===== src/rtl/video_timing_gen.sv =====
// Video timing generator with genlock: pixel-enable divider, sync/DE/beam position, gated RGB pass-through.
// Sync/DE/RGB registered one pixel after o_x/o_y issue that position; free-running, no backpressure.
module video_timing_gen #(
    parameter int CLK_DIV     = 4,
    parameter int H_ACT       = 1280,
    parameter int H_FP        = 8,
    parameter int H_SYNC      = 32,
    parameter int H_BP        = 38,
    parameter int V_ACT       = 720,
    parameter int V_FP        = 3,
    parameter int V_SYNC      = 7,
    parameter int V_BP        = 9,
    parameter bit HS_POL      = 1'b1,
    parameter bit VS_POL      = 1'b1,
    parameter bit DE_POL      = 1'b1,
    parameter int LOCK_TOL    = 2,
    parameter int LOCK_FRAMES = 4
) (
    input  logic        clk,
    input  logic        reset,
    input  logic [7:0]  i_r,
    input  logic [7:0]  i_g,
    input  logic [7:0]  i_b,
    input  logic        i_frame_end,
    input  logic        i_genlock_en,
    output logic        o_pix_ce,
    output logic        o_adv_clk,
    output logic        o_hsync,
    output logic        o_vsync,
    output logic        o_adv_de,
    output logic [11:0] o_x,
    output logic [11:0] o_y,
    output logic [7:0]  o_r,
    output logic [7:0]  o_g,
    output logic [7:0]  o_b,
    output logic        o_frame,
    output logic        o_locked
);
    localparam int HT = H_ACT + H_FP + H_SYNC + H_BP;
    localparam int VT = V_ACT + V_FP + V_SYNC + V_BP;
    localparam int DW = (CLK_DIV > 2) ? $clog2(CLK_DIV) : 1;
    localparam int HW = $clog2(HT);
    localparam int VW = $clog2(VT);
    localparam int CW = $clog2(LOCK_FRAMES + 1);

    localparam logic [DW-1:0] DIV_LAST = DW'(CLK_DIV - 1);
    localparam logic [DW-1:0] DIV_HALF = DW'(CLK_DIV / 2);
    localparam logic [HW-1:0] H_LAST   = HW'(HT - 1);
    localparam logic [VW-1:0] V_LAST   = VW'(VT - 1);
    localparam logic [CW-1:0] LOCK_MAX = CW'(LOCK_FRAMES);

    logic [DW-1:0] div_q, div_d;
    logic [HW-1:0] h_q, h_d;
    logic [VW-1:0] v_q, v_d;
    logic          pend_q, pend_d;
    logic [CW-1:0] cnt_q, cnt_d;
    logic          lock_q;
    logic          de_q, hs_q, vs_q;
    logic [11:0]   x_q, y_q;
    logic [7:0]    r_q, g_q, b_q;

    logic pix_ce, line_end, v_last, consume;
    logic act_cur, act_nxt, hs_cur, vs_cur;

    assign pix_ce   = (div_q == DIV_LAST);
    assign line_end = pix_ce && (h_q == H_LAST);
    assign v_last   = (v_q == V_LAST);
    // Pending is only honoured while genlock is still enabled on the consuming cycle.
    assign consume  = pend_q && i_genlock_en;

    assign act_cur = (int'(h_q) < H_ACT) && (int'(v_q) < V_ACT);
    assign act_nxt = (int'(h_d) < H_ACT) && (int'(v_d) < V_ACT);
    assign hs_cur  = (int'(h_q) >= H_ACT + H_FP) && (int'(h_q) < H_ACT + H_FP + H_SYNC);
    assign vs_cur  = (int'(v_q) >= V_ACT + V_FP) && (int'(v_q) < V_ACT + V_FP + V_SYNC);

    always_comb begin
        div_d  = pix_ce ? '0 : div_q + DW'(1);
        h_d    = h_q;
        v_d    = v_q;
        pend_d = pend_q;
        cnt_d  = cnt_q;
        if (pix_ce) begin
            h_d = (h_q == H_LAST) ? '0 : h_q + HW'(1);
        end
        if (line_end) begin
            if (consume) begin
                v_d    = '0;
                pend_d = 1'b0;
                if (int'(v_q) >= VT - 1 - LOCK_TOL) begin
                    cnt_d = (cnt_q == LOCK_MAX) ? cnt_q : cnt_q + CW'(1);
                end else begin
                    cnt_d = '0;
                end
            end else begin
                v_d = v_last ? '0 : v_q + VW'(1);
                if (v_last) begin
                    cnt_d = '0;
                end
            end
        end
        // A pulse landing on the consuming edge re-arms for the following line end.
        if (i_frame_end) begin
            pend_d = 1'b1;
        end
        if (!i_genlock_en) begin
            pend_d = 1'b0;
            cnt_d  = '0;
        end
    end

    always_ff @(posedge clk) begin
        if (reset) begin
            div_q  <= '0;
            h_q    <= '0;
            v_q    <= '0;
            pend_q <= 1'b0;
            cnt_q  <= '0;
            lock_q <= 1'b0;
            de_q   <= 1'b0;
            hs_q   <= 1'b0;
            vs_q   <= 1'b0;
            x_q    <= '0;
            y_q    <= '0;
            r_q    <= '0;
            g_q    <= '0;
            b_q    <= '0;
        end else begin
            div_q  <= div_d;
            h_q    <= h_d;
            v_q    <= v_d;
            pend_q <= pend_d;
            cnt_q  <= cnt_d;
            lock_q <= (cnt_d == LOCK_MAX);
            if (pix_ce) begin
                de_q <= act_cur;
                hs_q <= hs_cur;
                vs_q <= vs_cur;
                x_q  <= act_nxt ? 12'(h_d) : '0;
                y_q  <= act_nxt ? 12'(v_d) : '0;
                r_q  <= act_cur ? i_r : '0;
                g_q  <= act_cur ? i_g : '0;
                b_q  <= act_cur ? i_b : '0;
            end
        end
    end

    assign o_pix_ce  = pix_ce;
    assign o_adv_clk = (div_q >= DIV_HALF);
    assign o_hsync   = hs_q ~^ HS_POL;
    assign o_vsync   = vs_q ~^ VS_POL;
    assign o_adv_de  = de_q ~^ DE_POL;
    assign o_x       = x_q;
    assign o_y       = y_q;
    assign o_r       = r_q;
    assign o_g       = g_q;
    assign o_b       = b_q;
    assign o_frame   = line_end && (consume || v_last);
    assign o_locked  = lock_q;

endmodule


===== config.mk =====
export PLATFORM = sky130hd
export DESIGN_NAME = video_timing_gen
export DESIGN_NICKNAME = d
export VERILOG_FILES = /design/src/rtl/video_timing_gen.sv
export SDC_FILE = /design/constraint.sdc
export NUM_CORES = 1
export LEC_CHECK = 0
export CORE_MARGIN = 5
export CORE_UTILIZATION = 44
export CTS_CLUSTER_SIZE = 25
export DETAILED_ROUTE_END_ITERATION = 16
export PLACE_DENSITY = 0.74
export SYNTH_ARGS = -nofsm -noshare
export SYNTH_HDL_FRONTEND = slang
export SYNTH_SLANG_ARGS = --single-unit

===== constraint.sdc =====
create_clock -name clk -period 2.3 [get_ports clk]
set_input_delay 0.345 -clock clk [delete_from_list [all_inputs] [get_ports clk]]
set_output_delay 0.345 -clock clk [all_outputs]
set_load 0.02 [all_outputs]

==> results of run 1 <==
-- routing by layer --
layer	share of wire, %	wire length, microns	up-vias
li1	-	-	1563
met1	44	3950	1445
met2	49	4470	86
met3	5.2	474	17
met4	2.1	187	0
met5	0	0	-
-- cells in the final DEF (no fill, tap or decap), types with 3 or more instances in the layout --
cell type / netlist / routed
a21o_1: 5 / 5
a21oi_1: 18 / 18
a22o_1: 25 / 25
and2_1: 4 / 4
and3_1: 7 / 7
and4_1: 3 / 3
buf_4: 3 / 66
clkbuf_8: 0 / 9
clkdlybuf4s50_1: 0 / 77
conb_1: 1 / 3
dfxtp_1: 76 / 74
ha_1: 10 / 9
inv_1: 11 / 10
inv_6: 0 / 3
nand2_1: 44 / 44
nand2b_1: 8 / 8
nand3_1: 8 / 8
nand4_1: 8 / 8
nor2_1: 30 / 27
nor3_1: 10 / 9
o21ai_0: 17 / 12
o21ai_2: 0 / 4
o31ai_1: 10 / 6
o31ai_2: 2 / 4
o31ai_4: 3 / 5
xnor2_1: 6 / 6
xor2_1: 3 / 3
-- repair_timing --
action                     CTS  global route
setup buffers                1             3
setup endpoints to repair   20            23
pin swaps                    6             0
resized for setup           14            16
-- worst paths after layout --
check	endpoint	cells after the start	startpoint	slack, ns
worst min-delay path	o_y[1]$_SDFFE_PP0P_	2	o_y[1]$_SDFFE_PP0P_	0.45
worst max-delay path	o_x[0]$_SDFFE_PP0P_	10	v_q[0]$_SDFF_PP0_	-0.15
worst max register to register	o_x[0]$_SDFFE_PP0P_	10	v_q[0]$_SDFF_PP0_	-0.15
worst min register to register	o_y[1]$_SDFFE_PP0P_	2	o_y[1]$_SDFFE_PP0P_	0.45
-- power groups by stage --
stage	clock (mW)	sequential (mW)	combinational [mW]
floorplan	0	1.41	0.0907
global placement	0	1.38	0.247
detailed placement	0	1.39	0.251
CTS	1.02	1.36	0.252
global route	1.08	1.36	0.273
finish	1.00	1.36	0.253
-- state kept, by name, indices dropped and copies added (netlist names), 2 cells and up --
register and count:
o_x 11, div_q 2, o_g 8, v_q 10
h_q 11, o_b 8, o_y 10, cnt_q 3
o_r 8
-- layout make-up --
cell class              instances  area, sq um  area share, %
multi-input cells             254         1760           35.4
flip-flops and latches         76         1520           30.6
repair buffers                148         1340           26.9
clock buffers                   9          124           2.49
well taps                      99          124           2.49
clock inverters                 7         65.1           1.31
inverters                      11         41.3          0.829
-- critical path, stage by stage, from the launching register on --
cell,delay [ns]
dfxtp_2,0.33
inv_2,0.05
ha_1,0.12
or4b_4,0.48
o31a_1,0.32
a21o_1,0.18
a22o_1,0.21
o22ai_4,0.15
a31oi_4,0.14
buf_12,0.18
o31ai_1,0.19
-- cell families (layout without fill, tap and decap cells) --
family / after synthesis / in the layout / share of synthesized area (%)
AOI/OAI and AO/OA: 94 / 94 / 21.9
xor gates and xnor gates: 9 / 9 / 2.39
adders and majority gates: 10 / 10 / 3.79
buffers and inverters: 32 / 175 / 4.43
DFF: 76 / 76 / 46.1
muxes: 2 / 2 / 0.644
other: 1 / 3 / 0.114
and+or+nand+nor: 136 / 136 / 20.7
==> reports/results.ini, run 1 <==
[grt]
antenna_found_initial = 0
grt_max_degree = 47
grt_pass1_vias = 3147
grtUsageMet3_pct = 6.04
track_usage_pct = 19.2
use_met1_pct = 23.3
busiest_layer = met2
gr-total-overflow = 0
globalRouteMet2Util_pct = 32.1
grt_pass1_wl_mm = 14.9

[cts]
h-tree-depth = 3
hold_buffers = 0
cts.clk_slew.worst_paths_ns = 0.09
cts-root-buf = clkbuf_8
worst_skew_pair.late_latency_ns = 0.36
cts_tree = done
clockBufferDepth = 2
clkSinkCount = 76
cts-buffers-inserted = 9

[run]
cap_violations = 0

[timing]
fin_crit_sh_pct = 106
setup_viol = 20
worstMarginPinSlew_ns = 1.02
rsz0062_at_grt = yes
clock.fmax_mhz = 409
hold_viol_final = 0
finalWorstSetupSlack_ns = -0.145
whs_ns = 0.449
finalMaxSlewViolations = 0
min_period_ns = 2.45
slew_headroom_pct = 31.6
finClkSkew_ns = 0.0116
setup-tns-final_ns = -1.67

[power_and_ir_drop]
sw_frac_of_total_pct = 27.6
seqPwrFrac_pct = 52.0
total_power_mw = 2.61
power-per-cell-area_mw_per_mm2 = 524
p_clk_share_pct = 38.3
p_int_mw = 1.89
p_leak_nw = 1.92
combPwrFrac_pct = 9.7
power_switching_uw = 720
ir_worst_vdd_uv = 256

[yosys]
synth_cell_types = 48
syn_avg_cell_area_sq_um = 9.18
synth_top_area_share_pct = 46.1
synth-seq-cells = 76
synth.cell_area_sq_mm = 0.00330
yosysSeqAreaShare_pct = 46.1
synthTopCellsByCount = dfxtp_1 (76), nand2_1 (44), nor2_1 (30)
synth_edf_count = 0
synth_area_leader_cell = dfxtp_1
synthTopCellsByArea = dfxtp_1 (46%), a22o_1 (6.6%), nand2_1 (5.0%)
synth_most_common_cell = dfxtp_1
ys.flop_type = dfxtp_1
synth.yosys.warnings = 0
synth_cells = 360
ys_async_sr_fraction_pct = 0

[finish]
layoutNonFillerInstCount = 604
drive_gt1_share_pct = 24.2
final_nets = 538
diodes = 0
fill_cells = 576
final_area_sq_mm = 0.00498
syn2layout_area_growth_pct = 50.9
fin_util_pct = 68.3

[floorplan]
row_count = 31
core_area_sq_mm = 0.00729
fp.dieH_microns = 96.6
start_util_pct = 45.3
die_area_sq_mm = 0.00934
ioPinCount = 83
die_w_microns = 96.6

[routing]
drcViolationCount = 0
firstDrtPassIters = 4
vias = 3111
ant_nets = 0
drt-initial-drc-count = 148
vias_per_cell = 5.15
wl_per_cell_microns = 15.0
wirelength_mm = 9.08

[worst_setup_path]
critPathKind = flop to flop
start_kind = flop
crit_fanout = 11
critical_path_arrival_ns = 2.71
worstPathRequired_ns = 2.57
end_kind = flop

[place]
port_buffers = 79
hpwlAfterDp_mm = 6.82
post_dp_cell_area_sq_mm = 0.00467
pre_cts_slack_ns = -0.192
routabilityCongestion = 0.876
place_inst = 584

[status]
outcome = complete, but fails checks
violations = setup timing

[min_path]
worst_hold_path_type = flop to flop

Power figures use the tool's default switching activity.
==> inputs of run 2 (changes only) <==
--- a/config.mk
+++ b/config.mk
@@ -9,7 +9,7 @@
 export CORE_UTILIZATION = 44
 export CTS_CLUSTER_SIZE = 25
 export DETAILED_ROUTE_END_ITERATION = 16
-export PLACE_DENSITY = 0.74
+export PLACE_DENSITY = 0.77
 export SYNTH_ARGS = -nofsm -noshare
 export SYNTH_HDL_FRONTEND = slang
 export SYNTH_SLANG_ARGS = --single-unit
==> run 2 against run 1 <==
  * The run still ends with setup timing left
  * Clock-buffer cell count stayed put
  * Utilization is 0.17 points lower
  * Design area is 0.25% lower
  * Wire length is 2.0% higher
  * Flip-flop and latch count stayed put
  * Sequential share of layout area is 0.077 points higher
  * Cell count is 0.99% lower
  * Via count is 0.29% lower
  * Global-route usage hardly changed
  * Critical path type unchanged
==> reports/results.ini, run 2 (same netlist as run 1, synthesis figures left out) <==
[min_path]
whs_path_depth = 2
worst_hold_path_type = flop to flop

[finish]
drive_gt1_share_pct = 23.8
layoutNonFillerInstCount = 598
mostFrequentLayoutCell = clkdlybuf4s50_1
mostFrequentLayoutCells = clkdlybuf4s50_1 (77), dfxtp_1 (74), buf_4 (62)
fill_cells = 577
final_nets = 532
final_area_sq_mm = 0.00497
syn2layout_area_growth_pct = 50.5
diodes = 0
multi_input_area_sq_mm = 0.00178
regArea_sq_mm = 0.00152
fin_util_pct = 68.2

[power_and_ir_drop]
power_switching_uw = 682
combPwrFrac_pct = 9.6
ir_worst_vdd_uv = 314
total_power_mw = 2.67
sw_frac_of_total_pct = 25.6
p_clk_share_pct = 39.6
power-per-cell-area_mw_per_mm2 = 537
seqPwrFrac_pct = 50.8
p_int_mw = 1.99
p_leak_nw = 1.89

[cts]
cts_tree = done
hold_buffers = 0
cts.clk_slew.worst_paths_ns = 0.08
clkSinkCount = 76
clockBufferDepth = 2
h-tree-depth = 3
worst_skew_pair.late_latency_ns = 0.36
cts-root-buf = clkbuf_8
cts-buffers-inserted = 9

[grt]
gr-total-overflow = 0
use_met1_pct = 23.9
track_usage_pct = 19.3
busiest_layer = met2
grtUsageMet3_pct = 6.12
antenna_found_initial = 0
grt_pass1_vias = 3014
grt_pass1_wl_mm = 15.0
globalRouteMet2Util_pct = 32.5
grt_max_degree = 26

[floorplan]
die_area_sq_mm = 0.00934
ioPinCount = 83
fp.dieH_microns = 96.6
start_util_pct = 45.3
die_w_microns = 96.6
row_count = 31
core_area_sq_mm = 0.00729

[worst_setup_path]
critPathKind = flop to flop
worstPathRequired_ns = 2.57
end_kind = flop
crit_fanout = 7
worst_r2r_path_depth = 10
start_kind = flop
path_cells = inv_2, ha_1, or4b_4, o31a_1, a21o_1, a22o_1, o22ai_4, a31oi_4, buf_12, o31ai_4
crit_cells = 10
critical_path_arrival_ns = 2.74
max_stage_delay_ns = 0.49
slowest_stage = or4b_4
path_delay_family = compound AO/OA/AOI/OAI gates
worst-path-buf-inv = 2

[routing]
wl_per_cell_microns = 15.5
wirelength_mm = 9.25
drcViolationCount = 0
ant_nets = 0
vias_per_cell = 5.19
vias = 3102
firstDrtPassIters = 4
drt-initial-drc-count = 155

[place]
port_buffers = 79
routabilityCongestion = 0.874
post_dp_cell_area_sq_mm = 0.00459
hpwlAfterDp_mm = 6.69
pre_cts_slack_ns = -0.208
place_inst = 576

[timing]
finalWorstSetupSlack_ns = -0.179
setup-tns-final_ns = -2.36
clock.fmax_mhz = 403
whs_ns = 0.454
hold_viol_final = 0
setup_viol = 20
min_period_ns = 2.48
fin_crit_sh_pct = 108
finalMaxSlewViolations = 0
finClkSkew_ns = 0.0135
rsz0062_at_grt = yes

[status]
violations = setup timing
outcome = complete, but fails checks

[run]
cap_violations = 0

## run 2: cell types whose count changed in the layout (fill, tap and decap cells not counted), sizes merged
cell,delta
buf,-7
clkbuf,+1
bufinv,+1
clkinv,+1
inv,-2
## run 2: metal layers
layer,up-vias,wire [microns],share of wire [%]
met5,-,0,0
met4,0,125,1.4
met3,9,420,4.5
met2,72,4620,50
met1,1475,4090,44
li1,1546,-,-
## run 2: final timing paths
path / start / endpoint / slack, ns
worst min-delay path: o_y[4]$_SDFFE_PP0P_ / o_y[4]$_SDFFE_PP0P_ / 0.45
worst max-delay path: v_q[0]$_SDFF_PP0_ / o_x[10]$_SDFFE_PP0P_ / -0.18
worst max register to register: v_q[0]$_SDFF_PP0_ / o_x[10]$_SDFFE_PP0P_ / -0.18
worst min register to register: o_y[4]$_SDFFE_PP0P_ / o_y[4]$_SDFFE_PP0P_ / 0.45
## run 2: worst register-to-register path, delay by kind of cell (launching register included)
family                   cells  cell delay, ns
AO/OA/AOI/OAI                6            1.23
AND/OR/NAND/NOR              1            0.49
flip-flops                   1            0.33
buffers and inverters        2            0.23
adder cells (fa/ha/maj)      1            0.13
## run 2: power groups by stage
stage,clock [mW],combinational [mW],sequential [mW]
after global placement,0,0.246,1.39
after CTS,1.07,0.254,1.36
after global routing,1.13,0.274,1.36
after detailed placement,0,0.251,1.39
final,1.06,0.255,1.36
after floorplan,0,0.0907,1.41
## run 2: cell type report
| class | instances | share of cell area [%] |
|---|---|---|
| clock buffers | 9 | 2.49 |
| clock inverters | 7 | 1.64 |
| inverters | 11 | 0.831 |
| multi-input cells | 254 | 35.9 |
| flip-flops and latches | 76 | 30.7 |
| well taps | 99 | 2.49 |
| repair buffers | 142 | 26.0 |
## run 2: timing repair
action / in CTS / in global routing
cloned: 0 / 1
pin swaps: 4 / 8
endpoints found under the setup margin: 22 / 26
resized for setup: 5 / 23
setup buffers: 4 / 1
